**src/rtl/clk_div_pkg.sv**
```systemverilog
// Shared types and helpers for the programmable clock divider.
// Holds the FSM encoding, the minimum legal divisor and the duty helper.
package clk_div_pkg;

  typedef enum logic {
    ST_IDLE = 1'b0,
    ST_RUN  = 1'b1
  } st_e;

  localparam int MIN_DIV = 2;

  // High-phase length of pos: D/2 for even D, (D+1)/2 for odd D
  function automatic logic [31:0] half_of(
    input logic [31:0] d,
    input logic        odd
  );
    return odd ? ((d + 32'd1) >> 1) : (d >> 1);
  endfunction

endpackage

```
**src/rtl/prog_clk_div_if.sv**
```systemverilog
// Control/status bundle of the programmable clock divider.
// master drives requests, slave is the divider itself.
interface prog_clk_div_if #(
  parameter int W = 8
);
  logic         en;
  logic [W-1:0] div_in;
  logic         div_load;
  logic         div_ack;
  logic         div_err;
  logic [W-1:0] cur_div;
  logic         clk_out;
  logic         tick;

  modport master (
    output en, div_in, div_load,
    input  div_ack, div_err, cur_div,
    input  clk_out, tick
  );

  modport slave (
    input  en, div_in, div_load,
    output div_ack, div_err, cur_div,
    output clk_out, tick
  );
endinterface

```
**src/rtl/half_cycle_shift.sv**
```systemverilog
// Negedge re-registration of a posedge signal, async active-low clear.
// Delays its input by half an input clock period.
module half_cycle_shift (
  input  logic clk,
  input  logic rst_n,
  input  logic d,
  output logic q
);
  always_ff @(negedge clk or negedge rst_n) begin
    if (!rst_n) q <= 1'b0;
    else        q <= d;
  end
endmodule

```
**src/rtl/prog_clk_div.sv**
```systemverilog
// Runtime-programmable 50%-duty clock divider with tick strobe.
// Odd divisors AND pos with its half-cycle-delayed copy.
module prog_clk_div #(
  parameter int W           = 8,
  parameter int DEFAULT_DIV = 3
) (
  input logic           clk_in,
  input logic           rst_n,
  prog_clk_div_if.slave bus
);
  import clk_div_pkg::*;

  localparam logic [W-1:0] DEF = W'(DEFAULT_DIV);

  st_e          state;
  st_e          st_nxt;
  logic [W-1:0] cnt;
  logic [W-1:0] cnt_nxt;
  logic [W-1:0] cur_div;
  logic [W-1:0] d_nxt;
  logic [W-1:0] pend;
  logic         pend_v;
  logic         pos;
  logic         pos_nxt;
  logic         neg;
  logic         tick;
  logic         ack;
  logic         err;
  logic         bnd;
  logic         load_ok;
  logic         apply;

  always_comb begin
    bnd     = (state == ST_RUN)
            && (cnt == cur_div - W'(1));
    load_ok = bus.div_load
            && (bus.div_in >= W'(MIN_DIV));
    apply   = pend_v
            && ((state == ST_IDLE) || bnd);
    d_nxt   = apply ? pend : cur_div;
    st_nxt  = state;
    cnt_nxt = '0;
    unique case (state)
      ST_IDLE: begin
        if (bus.en) st_nxt = ST_RUN;
      end
      ST_RUN: begin
        // en only matters at a boundary
        if (!bnd)         cnt_nxt = cnt + W'(1);
        else if (!bus.en) st_nxt  = ST_IDLE;
      end
      default: st_nxt = ST_IDLE;
    endcase
    pos_nxt = (st_nxt == ST_RUN)
            && (32'(cnt_nxt)
                < half_of(32'(d_nxt), d_nxt[0]));
  end

  always_ff @(posedge clk_in or negedge rst_n) begin
    if (!rst_n) begin
      state   <= ST_IDLE;
      cnt     <= '0;
      cur_div <= DEF;
      pend    <= '0;
      pend_v  <= 1'b0;
      pos     <= 1'b0;
      tick    <= 1'b0;
      ack     <= 1'b0;
      err     <= 1'b0;
    end else begin
      state   <= st_nxt;
      cnt     <= cnt_nxt;
      cur_div <= d_nxt;
      pos     <= pos_nxt;
      tick    <= (st_nxt == ST_RUN)
              && (cnt_nxt == '0);
      ack     <= apply;
      err     <= bus.div_load && !load_ok;
      // a fresh load wins over clearing the applied one
      if (load_ok) begin
        pend   <= bus.div_in;
        pend_v <= 1'b1;
      end else if (apply) begin
        pend_v <= 1'b0;
      end
    end
  end

  half_cycle_shift u_shift (
    .clk   (clk_in),
    .rst_n (rst_n),
    .d     (pos),
    .q     (neg)
  );

  assign bus.clk_out = cur_div[0] ? (pos & neg) : pos;
  assign bus.tick    = tick;
  assign bus.div_ack = ack;
  assign bus.div_err = err;
  assign bus.cur_div = cur_div;

endmodule

```
**src/flat_wrapper.sv**
```systemverilog
// flat-port wrapper written by rule: the top's interface ports become plain ports
module prog_clk_div_flat import clk_div_pkg::*;
#(
  parameter int W           = 8,
  parameter int DEFAULT_DIV = 3
)
  (clk_in, rst_n, bus_en, bus_div_in, bus_div_load, bus_div_ack, bus_div_err, bus_cur_div, bus_clk_out, bus_tick);
  prog_clk_div_if #(.W(W)) bus_i ();
  input logic clk_in;
  input logic rst_n;
  input wire logic [$bits(bus_i.en)-1:0] bus_en;
  input wire logic [$bits(bus_i.div_in)-1:0] bus_div_in;
  input wire logic [$bits(bus_i.div_load)-1:0] bus_div_load;
  output wire logic [$bits(bus_i.div_ack)-1:0] bus_div_ack;
  output wire logic [$bits(bus_i.div_err)-1:0] bus_div_err;
  output wire logic [$bits(bus_i.cur_div)-1:0] bus_cur_div;
  output wire logic [$bits(bus_i.clk_out)-1:0] bus_clk_out;
  output wire logic [$bits(bus_i.tick)-1:0] bus_tick;
  assign bus_i.en = bus_en;
  assign bus_i.div_in = bus_div_in;
  assign bus_i.div_load = bus_div_load;
  assign bus_div_ack = bus_i.div_ack;
  assign bus_div_err = bus_i.div_err;
  assign bus_cur_div = bus_i.cur_div;
  assign bus_clk_out = bus_i.clk_out;
  assign bus_tick = bus_i.tick;
  prog_clk_div #(.W(W), .DEFAULT_DIV(DEFAULT_DIV)) u_core (.clk_in(clk_in), .rst_n(rst_n), .bus(bus_i));
endmodule
```
**config.mk**
```make
export PLATFORM = sky130hd
export DESIGN_NAME = prog_clk_div_flat
export DESIGN_NICKNAME = d
export VERILOG_FILES = /design/src/rtl/clk_div_pkg.sv /design/src/rtl/prog_clk_div_if.sv /design/src/rtl/half_cycle_shift.sv /design/src/rtl/prog_clk_div.sv /design/src/flat_wrapper.sv
export SDC_FILE = /design/constraint.sdc
export NUM_CORES = 1
export LEC_CHECK = 0
export CORE_MARGIN = 2
export CORE_UTILIZATION = 55
export DETAILED_ROUTE_END_ITERATION = 8
export PLACE_DENSITY = 0.87
export REMOVE_ABC_BUFFERS = 1
export SLEW_MARGIN = 40
export SYNTH_ARGS = -nofsm -noshare
export SYNTH_HDL_FRONTEND = slang
export SYNTH_HIERARCHICAL = 1
export SYNTH_SLANG_ARGS = --single-unit
```
**constraint.sdc**
```tcl
create_clock -name clk_in -period 4.2 [get_ports clk_in]
set_input_delay 0.84 -clock clk_in [delete_from_list [all_inputs] [get_ports clk_in]]
set_output_delay 0.84 -clock clk_in [all_outputs]
set_load 0.01 [all_outputs]
```
==> impl_table.tex <==
\begin{tabular}{lr}
\hline
Metric & Value \\
\hline
\multicolumn{2}{l}{\textbf{Setup path}} \\
Startpoint-to-endpoint class of the critical path & reg -> out \\
Worst path required time & 3.36 ns \\
Critical Path AT & 3.14 ns \\
Type of element launching the critical path & flip-flop \\
Kind of end point of the critical path & output pin \\
Critical-path maximum fanout & 1 \\
\multicolumn{2}{l}{\textbf{Drt}} \\
Remaining design rule violation count & 0 \\
Total length of routed wires & 4.46 mm \\
Initial detailed-routing violation count & 81 \\
Number of nets still failing antenna checks after routing & 0 \\
Length of the first detailed-routing pass in iterations & 5 \\
Average wire per standard cell & 15.0 um \\
Vias after detailed routing & 1676 \\
Via count normalized by instance count & 5.64 \\
\multicolumn{2}{l}{\textbf{Power and ir drop}} \\
Fraction of power consumed by combinational cells & 0.057 \\
Lkg Pwr & 1.10 nW \\
VDD IR max & 237 uV \\
Clock share of power & 0.423 \\
P\_sw & 0.137 mW \\
Sw frac & 0.225 \\
Internal power component & 0.474 mW \\
Proportion of power drawn by flip-flops and latches & 0.519 \\
Pwr dens & 248 mW/mm2 \\
\multicolumn{2}{l}{\textbf{Cells and area}} \\
Area of the multi-input gates & 0.00122 mm2 \\
Number of cells in the finished layout apart from fillers & 297 \\
Total area of sequential cells & 778 um2 \\
Area growth from synthesis to final layout & 18.7\% \\
Proportion of layout cells with a drive suffix above 1 & 0.157 \\
Number of fill cells in the layout & 295 \\
Most used cells in the layout excluding fill and tap cells & nand2\_1, dfrtp\_1, clkdlybuf4s50\_1, nor2\_1, xnor2\_1 \\
Net count, final & 270 \\
Most common library cell in the layout ignoring fill and taps & nand2\_1 \\
Number of inserted diodes & 0 \\
\multicolumn{2}{l}{\textbf{Floorplan}} \\
Die Width & 65.5 um \\
Height of the die & 65.5 um \\
Total Die Area & 0.00429 mm2 \\
IO Count & 24 \\
Count of standard-cell rows & 22 \\
Core footprint & 0.00363 mm2 \\
Starting Density & 0.572 \\
\multicolumn{2}{l}{\textbf{Logic synthesis}} \\
Most used flip-flop cell after synthesis & dfrtp\_1 \\
Total standard cell area after synthesis & 0.00208 mm2 \\
Yosys reg bits & 31 \\
Synth Area per Inst & 9.45 um2 \\
Number of enable flip-flop cells after synthesis & 0 \\
Yosys warnings & 6 \\
Portion of the post-synthesis area used by sequential elements & 0.374 \\
Yosys cell types & 46 \\
Synth Instances & 220 \\
Fraction of synthesis flops using an asynchronous set or reset pin & 1.00 \\
\multicolumn{2}{l}{\textbf{Placement}} \\
GP Congestion & 0.863 \\
Number of I/O port buffers & 23 \\
HPWL reported at the end of detailed placement & 3.30 mm \\
Placed cells & 285 \\
\multicolumn{2}{l}{\textbf{Clock tree}} \\
Clock insertion delay at the later pin of the skew report & 0.29 ns \\
Maximum clock path buffer count & 2 \\
H-tree Lvls & 2 \\
CTS clock-pin slew for the worst setup and hold paths & 0.06 ns \\
CTS root buffer & clkbuf\_8 \\
CTS tree & built \\
Sink count of the clock tree & 31 \\
Number of buffers created by CTS & 5 \\
\multicolumn{2}{l}{\textbf{STA}} \\
Slew at the pin closest to its max-slew limit & 0.413 ns \\
Worst-case clock skew & 0.00482 ns \\
Worst hold margin & 0.556 ns \\
Number of hold-slack violations in the final timing report & 0 \\
Worst relative slew slack & 0.725 \\
RSZ-0062 raised after global routing & false \\
Summed negative setup slack over all endpoints & 0 ns \\
Final setup violation count & 0 \\
Number of max-slew violations in the final report & 0 \\
\multicolumn{2}{l}{\textbf{Worst hold path}} \\
Type of the most critical hold path & reg -> reg \\
\multicolumn{2}{l}{\textbf{Global route}} \\
Pin count of the biggest net entering global routing & 31 \\
Vias in the first global route & 1614 \\
GRT Total Usage & 0.231 \\
GRT overflow & 0 \\
First-pass GRT wire length & 7.42 mm \\
Antenna violations before repair & 0 \\
\multicolumn{2}{l}{\textbf{Status}} \\
Status & finished, final reports clean \\
\multicolumn{2}{l}{\textbf{Run}} \\
Number of max-cap violations & 0 \\
\hline
\end{tabular}
## registers in the layout, indices dropped and copies added, names as in the netlist
name,flops
u_core/bus.div_err,1
u_core/pend_v,1
u_core/pos,1
u_core/bus.tick,1
u_core/bus.div_ack,1
u_core/bus.cur_div,8
u_core/u_shift/q,1
u_core/cnt,8
u_core/pend,8
u_core/state,1
## power by group through the flow
stage,Combinational [mW],Clock [mW],Sequential (mW)
after detailed placement,0.0353,0,0.322
final,0.0351,0.259,0.317
after floorplan,0.0148,0,0.319
after global placement,0.0349,0,0.322
after CTS,0.0356,0.264,0.317
after global routing,0.0401,0.278,0.318
## final cells by class
class	count	share of cell area
Clock buffer	8	0.0406
Inverter	6	0.00913
Multi-Input combinational cell	173	0.493
Sequential cell	31	0.315
Tap cell	48	0.0243
Timing Repair Buffer	31	0.117
## cells in the mapped netlist (all sizes together) (3+ instances only)
| master | number | area (um2) |
|---|---|---|
| nand4 | 5 | 31.3 |
| nor2 | 19 | 78.8 |
| nand2b | 6 | 37.5 |
| dfrtp | 28 | 701 |
| xor2 | 13 | 114 |
| mux2i | 5 | 50.1 |
| mux2 | 9 | 101 |
| nor4 | 3 | 25.0 |
| nor3 | 4 | 31.3 |
| and3 | 3 | 20.0 |
| buf | 7 | 47.5 |
| a21oi | 4 | 20.0 |
| inv | 6 | 22.5 |
| nand3 | 13 | 65.1 |
| o21ai | 6 | 33.8 |
| nand2 | 37 | 141 |
| clkbuf | 3 | 12.5 |
| xnor2 | 16 | 148 |
| ha | 10 | 125 |
## critical path, cell delays in order, from the launching register on
cell and delay (ns):
dfrtn_1 0.32, o21a_1 0.15, dlygate4sd2_1 0.27
## routing by layer
metal | up-vias | part of all wire | global-route usage
li1 | 812 | - | -
met1 | 796 | 0.43 | 0.303
met2 | 57 | 0.48 | 0.360
met3 | 11 | 0.060 | 0.0582
met4 | 0 | 0.029 | 0.104
met5 | - | 0 | 0
## final timing paths
path / start / endpoint / slack (ns) / cells past startpoint
min in group asynchronous: rst_n / u_core/pos / 1.03 / 2
setup / recovery: u_core/u_shift/q / bus_clk_out / 0.22 / 2
setup reg to reg: u_core/bus.cur_div[1] / u_core/pos / 0.28 / 18
hold reg to reg: u_core/pend[6] / u_core/pend[6] / 0.56 / 2
max in group asynchronous: rst_n / u_core/u_shift/q / 1.32 / 1
hold / removal: u_core/pend[6] / u_core/pend[6] / 0.56 / 2
## per-stage QoR
stage	total power [mW]	utilization	worst slack, ns	cell area, um2
6_report	0.611	0.679	0.221	2470
5_1_grt	0.637	0.679	0.0258	2470
4_1_cts	0.616	0.671	0.211	2440
3_5_place_dp	0.358	0.644	0.271	2340
3_3_place_gp	0.357	0.644	0.271	2340
2_1_floorplan	0.334	-	0.180	2020
## what timing repair did
item                       CTS  global route
gates resized for setup      1             0
cloned                       0             0
hold buffers                 0             0
buffers inserted             0             4
setup endpoints to repair    1             1
## logic make-up (layout without fill, tap and decap cells)
logic type,after synthesis,in the layout,share of synthesized area
compound gates,20,20,0.0855
xor+xnor,29,29,0.126
fa+ha+maj,10,10,0.0602
buf+inv,16,45,0.0397
flops,31,31,0.374
mux,14,14,0.0728
simple gates,100,100,0.241
Power figures use the tool's default switching activity.
